<file path="config.mk">
export PLATFORM = sky130hd
export DESIGN_NAME = send_output_number
export DESIGN_NICKNAME = d
export VERILOG_FILES = /design/src/rtl/send_output_number_pkg.sv /design/src/rtl/bit_counter.sv /design/src/rtl/send_output_number.sv
export SDC_FILE = /design/constraint.sdc
export NUM_CORES = 1
export LEC_CHECK = 0
export BUFFER_PORTS_ARGS = -buffer_cell sky130_fd_sc_hd__buf_2
export CORE_MARGIN = 3
export CORE_UTILIZATION = 47
export DETAILED_ROUTE_END_ITERATION = 12
export PLACE_DENSITY_LB_ADDON = 0.3
export SYNTH_ARGS = -nofsm -noshare
export SYNTH_HDL_FRONTEND = slang
export SYNTH_SLANG_ARGS = --single-unit
</file>
<file path="constraint.sdc">
create_clock -name clk -period 1.7 [get_ports clk]
set_input_delay 0.425 -clock clk [delete_from_list [all_inputs] [get_ports clk]]
set_output_delay 0.425 -clock clk [all_outputs]
set_load 0.01 [all_outputs]
</file>
<file path="src/rtl/send_output_number_pkg.sv">
// Shared serial-link definitions: word/counter widths and FSM state encodings.
// No logic; used by the transmitter and reusable by the receiver side.
package send_output_number_pkg;

    localparam int WORD_W = 8;
    localparam int CNT_W  = 3;

    localparam logic [CNT_W-1:0] CNT_MAX = CNT_W'(WORD_W - 1);

    typedef enum logic [1:0] {
        ST_IDLE   = 2'd0,
        ST_SHIFT  = 2'd1,
        ST_PARITY = 2'd2,
        ST_DONE   = 2'd3
    } state_t;

endpackage

</file>
<file path="src/rtl/bit_counter.sv">
// Purpose: 3-bit bit counter with sync clear, count enable and carry-out at the top count.
// Latency: count updates on the enabled edge; co is a decode of the registered count.
// Backpressure: en low freezes the count.
module bit_counter
    import send_output_number_pkg::*;
(
    input  logic             clk,
    input  logic             rst,
    input  logic             clr,
    input  logic             en,
    output logic [CNT_W-1:0] cnt,
    output logic             co
);

    always_ff @(posedge clk or posedge rst) begin
        if (rst) begin
            cnt <= '0;
        end else if (clr) begin
            cnt <= '0;
        end else if (en) begin
            cnt <= cnt + CNT_W'(1);
        end
    end

    assign co = &cnt;

endmodule

</file>
<file path="src/rtl/send_output_number.sv">
// Purpose: MSB-first serial transmitter of an 8-bit word; SEND_OUTPUT_PARITY_EN appends even parity.
// Latency: first bit valid the cycle after start is accepted; done pulses one cycle after the last bit.
// Backpressure: shen low holds the current bit and freezes the bit counter.
module send_output_number
    import send_output_number_pkg::*;
(
    input  logic              clk,
    input  logic              rst,
    input  logic              start,
    input  logic [WORD_W-1:0] pin,
    input  logic              shen,
    output logic              serout,
    output logic              serout_valid,
    output logic              busy,
    output logic              done,
    output logic              co
);

    state_t            state;
    logic [WORD_W-1:0] shreg;
    logic [CNT_W-1:0]  cnt;
    logic              cnt_co;
    logic              in_shift;
`ifdef SEND_OUTPUT_PARITY_EN
    logic              par;
`endif

    assign in_shift = (state == ST_SHIFT);

    bit_counter u_bit_counter (
        .clk (clk),
        .rst (rst),
        .clr (state == ST_IDLE && start),
        .en  (in_shift && shen),
        .cnt (cnt),
        .co  (cnt_co)
    );

    always_ff @(posedge clk or posedge rst) begin
        if (rst) begin
            state <= ST_IDLE;
            shreg <= '0;
`ifdef SEND_OUTPUT_PARITY_EN
            par   <= 1'b0;
`endif
        end else begin
            case (state)
                ST_IDLE: begin
                    if (start) begin
                        shreg <= pin;
`ifdef SEND_OUTPUT_PARITY_EN
                        par   <= ^pin;
`endif
                        state <= ST_SHIFT;
                    end
                end
                ST_SHIFT: begin
                    if (shen) begin
                        shreg <= {shreg[WORD_W-2:0], 1'b0};
                        // Counter wraps to 0 on this same edge, ready for the next frame.
                        if (cnt == CNT_MAX) begin
`ifdef SEND_OUTPUT_PARITY_EN
                            state <= ST_PARITY;
`else
                            state <= ST_DONE;
`endif
                        end
                    end
                end
`ifdef SEND_OUTPUT_PARITY_EN
                ST_PARITY: begin
                    if (shen) begin
                        state <= ST_DONE;
                    end
                end
`endif
                ST_DONE: state <= ST_IDLE;
                default: state <= ST_IDLE;
            endcase
        end
    end

    // Outputs decode registered state only; start/pin never reach them combinationally.
    always_comb begin
        serout       = 1'b0;
        serout_valid = 1'b0;
        busy         = 1'b0;
        done         = 1'b0;
        case (state)
            ST_SHIFT: begin
                serout       = shreg[WORD_W-1];
                serout_valid = 1'b1;
                busy         = 1'b1;
            end
`ifdef SEND_OUTPUT_PARITY_EN
            ST_PARITY: begin
                serout       = par;
                serout_valid = 1'b1;
                busy         = 1'b1;
            end
`endif
            ST_DONE: done = 1'b1;
            default: ;
        endcase
    end

    assign co = in_shift && cnt_co;

endmodule
</file>
== Yosys cells after proc, flatten, opt, wreduce, memory -nomap -nowiden ==
Index checks and enable logic that the tools add are counted.
Word-level totals
  register bits after elaboration: 13
  input port bits: 12
  output and inout bits: 5
  word-level logic and storage cells: 31
Operators by class
  $add $sub $neg: 1
  equality and inequality tests: 6
  mux-type cells: 12
  reduce and logical (&&, ||, !) cells: 9
Operators with widths (number)
  two-way mux 8 bit: 2
  one-hot mux 8 bit (2 select lines): 1
  AND reduction 3 bit: 3
  two-way mux 2 bit: 3
  two-way mux 3 bit: 2
  != test 2 bit, second input constant: 2
  one-hot mux 2 bit (2 select lines): 1
  nonzero test 2 bit: 2
  adder 3 x 1 -> 3 bit, second input constant: 1
  == test 3 bit, second input constant: 1
  logical AND 1 bit: 3
  two-way mux 1 bit: 3
  == test 2 x 1 -> 1 bit, second input constant: 1
  == test 2 bit, second input constant: 1
  logical NOT 2 bit: 1
  != test 2 x 1 -> 1 bit, second input constant: 1

== Logic depth before layout (Yosys ltp) ==
  depth after elaboration: 4
  mapped depth: 6
  gate-level depth less buffers: 4

== Modules after synthesis ==
From an unflattened synthesis, not the netlist that was laid out.
Unflattened totals
  cells, all modules: 54
  area, all modules: 693.2 um2
Modules (own cells, without submodules)
  send_output_number: instances 1, cells an instance 42, area each 549.3 um2, seq. area each 250.2 um2
  bit_counter: instances 1, cells an instance 12, area each 143.9 um2, seq. area each 75.1 um2

== Worst setup path after synthesis ==
No wires, ideal clock.
  kind: reg2reg
  from: register state[1]
  to: register shreg[7]
  setup time: 0.125 ns
  arrival: 1.307 ns
  required time: 1.575 ns
  path slack: 0.268 ns
  stages on the path, launching flop included: 6
  path buffers: 1
  period minus slack after synthesis: 1.432 ns
  cell sequence: dfrtp_1 -> nand2b_1 -> buf_6 -> inv_4 -> mux2_4 -> mux2_4
On the way
  longest elaborated chain between the ends: 3
  elaborated cells on any way between the ends: 7
  classes of those cells: 3 x eq/ne; 1 x mux; 3 x reduce/logical
RTL lines
  start: declaration: line send_output_number.sv:19  | state_t state;
  start signal: assignment: line send_output_number.sv:41  | state <= ST_IDLE;
  start signal: assignment: line send_output_number.sv:54  | state <= ST_SHIFT;
  start signal: assignment: line send_output_number.sv:65  | state <= ST_DONE;
  == test 2 x 1 -> 1 bit or logical NOT 2 bit (tied branches): line send_output_number.sv:47  | case (state)
  != test 2 bit (no source line) or nonzero test 2 bit (tied branches)
  AND reduction 3 bit (no source line)
  end signal: assignment: line send_output_number.sv:50  | shreg <= pin;
  end signal: assignment: line send_output_number.sv:59  | shreg <= {shreg[WORD_W-2:0], 1'b0};
  end: declaration: line send_output_number.sv:20  | logic [WORD_W-1:0] shreg;
Several ways; a longest one is shown, not always the timed one.
A chain may end at the register's enable or synchronous reset.

== Final worst setup path ==
  from: register u_bit_counter.cnt[1]
  to: output co
On the way
  longest elaborated chain between the ends: 2
RTL lines
  start: declaration: line bit_counter.sv:11  | output logic [CNT_W-1:0] cnt,
  start signal: assignment: line bit_counter.sv:21  | cnt <= cnt + CNT_W'(1);
  AND reduction 3 bit: line bit_counter.sv:25  | assign co = &cnt;
  logical AND 1 bit: line send_output_number.sv:107  | assign co = in_shift && cnt_co;
  end: declaration: line send_output_number.sv:16  | output logic co
Every way passes these cells.

==> flow_metrics.tcl <==
set metrics [dict create \
    fp.dieArea_sq_um 2000 \
    antenna_left 0 \
    finalHoldViolations 0 \
    gp_congestion 0.727 \
    syn2layout_area_growth_pct 24.1 \
    critPathKind "flop to output pin" \
    drc_errors 0 \
    worstMarginPinSlew_ns 0.489 \
    max_freq_ghz 0.583 \
    path_cells "ha_2, ha_4, and2_4, buf_6" \
    core_area_sq_um 1350 \
    antenna_cells 0 \
    firstDrtPassIters 3 \
    min_path_type "input pin to asynchronous set/reset pin" \
    setup_ws_ns -0.0144 \
    cts_max_path_buffers 2 \
    cpMaxStageDelayCell "dfrtp_1" \
    syn-cell-area_sq_um 706 \
    cts_tree "done" \
    worst_ep_required_time_ns 1.27 \
    die_w_um 44.8 \
    fin_crit_sh_pct 101 \
    crit_path_max_fanout 2 \
    yosysUniqueCellTypes 22 \
    leakage_nw 0.469 \
    first_global_vias 475 \
    drt-total-wl_um 1290 \
    postSynth.asyncResetShare_pct 100 \
    cpPeakStageDelay_ns 0.41 \
    yosysSeqAreaShare_pct 46.1 \
    clock_latency_ns 0.28 \
    cts.sinks 13 \
    synthTopCellsByArea "dfrtp_1 46%, mux2_2 18%, a22o_1 5.0%" \
    timing.final.crit_period_ns 1.71 \
    met1_usage_pct 20.1 \
    setup_viol 1 \
    violations "negative setup slack" \
    port_buffers 16 \
    synth_edf_count 0 \
    status "finished with violations" \
    met2_usage_pct 21.2 \
    maxCapViolations 0 \
    grt_max_degree 14 \
    synth_top_area_share_pct 46.1 \
    drive_above_1_share_pct 53.8 \
    die_h_um 44.8 \
    cts.clk_slew.worst_paths_ns 0.08 \
    ioPinCount 17 \
    synth-seq-cells 13 \
    dr_total_vias 493 \
    syn_area_per_cell_sq_um 12.2 \
    row_count 13 \
    pre_cts_slack_ns 0.204 \
    start_util_pct 52.3 \
    synth_flop_cell "dfrtp_1" \
    htreeDepth 1 \
    crit_path_end_kind "output pin" \
    synth_warnings 0 \
    syn_inst 58 \
    start_kind "flop" \
    cts-root-buf "clkbuf_4" \
    reg2reg_depth 4 \
    grt_use_total_pct 14.8 \
    final_core_util_pct 64.9 \
    vdd_drop_max_v 0.000606 \
    grt-busiest-layer "met2" \
    drt-initial-drc-count 3 \
    rsz0062_at_grt "true" \
    place_hpwl_um 907 \
    syn_nets 72 \
    p_per_area_nw_per_um2 1370 \
    worstPathArrival_ns 1.29 \
    antenna_found_initial 0 \
    report.final.slew_viol_count 0 \
    grt-ovfl-total 0 \
    cts_hold_buf 0 \
    yosysMostFrequentCell "dfrtp_1" \
    vias_per_cell 5.19 \
    cts_buffers 3 \
    nets 95 \
    synth_top_area_cell "dfrtp_1" \
    wl_per_cell_um 13.6 \
    synth_common_cells "13 x dfrtp_1, 11 x mux2_2, 6 x inv_1" \
    slew_headroom_pct 67.4 \
    grtUsageMet3_pct 2.39 \
    fin_skew_ns 0.00260 \
    grt_pass1_wl_um 2090 \
]
-- critical path: cells and delay by family (launching register included) --
kind / cells / cell delay, ns
fa+ha+maj: 2 / 0.37
simple gates: 1 / 0.13
buf+inv: 1 / 0.11
flops: 1 / 0.41
-- sequential cells by signal, indices dropped and copies added (netlist names) --
signal and flops:
state 2, u_bit_counter.cnt 3, shreg 8
-- metrics by stage --
step	total power (W)	area, sq um	hold slack (ns)	cells	TNS [ns]
floorplan	0.000835	706	0.302	58	0
global placement	0.000903	796	0.472	88	0
CTS	0.00119	868	0.171	94	-0.000957
detailed placement	0.000923	796	0.477	88	0
global route	0.00128	876	0.194	95	-0.0413
finish	0.00120	876	0.152	95	-0.0144
-- where the power goes --
part           leakage (nW)  internal [W]  switching [W]
Combinational         0.287      0.000328       0.000209
Clock                0.0150     0.0000911       0.000103
Sequential            0.167      0.000408      0.0000615
-- final timing paths --
| path | slack, ns | startpoint | end |
|---|---|---|---|
| worst max register to register | 0.17 | state[0]$_DFFE_PP0P_ | shreg[4]$_DFFE_PP0P_ |
| min in group clk | 0.46 | shen | state[1]$_DFFE_PP0P_ |
| max in group asynchronous | 1.22 | rst | shreg[5]$_DFFE_PP0P_ |
| worst max-delay path | -0.01 | u_bit_counter.cnt[1]$_DFFE_PP0P_ | co |
| worst min-delay path | 0.15 | rst | state[0]$_DFFE_PP0P_ |
| worst min register to register | 0.51 | shreg[2]$_DFFE_PP0P_ | shreg[2]$_DFFE_PP0P_ |
-- cell families after synthesis --
| logic type | share of synthesized area (%) |
|---|---|
| multiplexers | 26.2 |
| flip-flops | 46.1 |
| buffers and inverters | 7.45 |
| AO/OA/AOI/OAI | 9.75 |
| AND/OR/NAND/NOR | 6.92 |
| adder cells (fa/ha/maj) | 3.55 |
-- placed cells by master (no fill, tap or decap), types with 2 or more instances in the layout --
cell / instances
mux2i_1: 2
mux2_4: 2
inv_1: 6
clkbuf_4: 3
buf_2: 15
a22o_1: 4
buf_4: 5
o22ai_1: 2
dfrtp_1: 13
mux2_2: 11
and2_1: 2
-- layout make-up --
| type | count | area [sq um] |
|---|---|---|
| Timing Repair Buffer | 21 | 124 |
| Fill cell | 118 | 474 |
| Tap cell | 15 | 18.8 |
| Sequential cell | 13 | 325 |
| Inverter | 7 | 28.8 |
| Clock buffer | 4 | 26.3 |
| Multi-Input combinational cell | 35 | 353 |
-- per-layer routing --
layer | wire length (um) | up-vias
met5 | 0 | -
met4 | 36 | 0
met3 | 68 | 5
met2 | 555 | 14
met1 | 630 | 226
li1 | - | 248
-- repair_timing --
item	CTS	global route
endpoints found under the setup margin	3	1
resized for setup	7	0
pin swaps	2	0
setup buffers	2	1
Power figures use the tool's default switching activity.
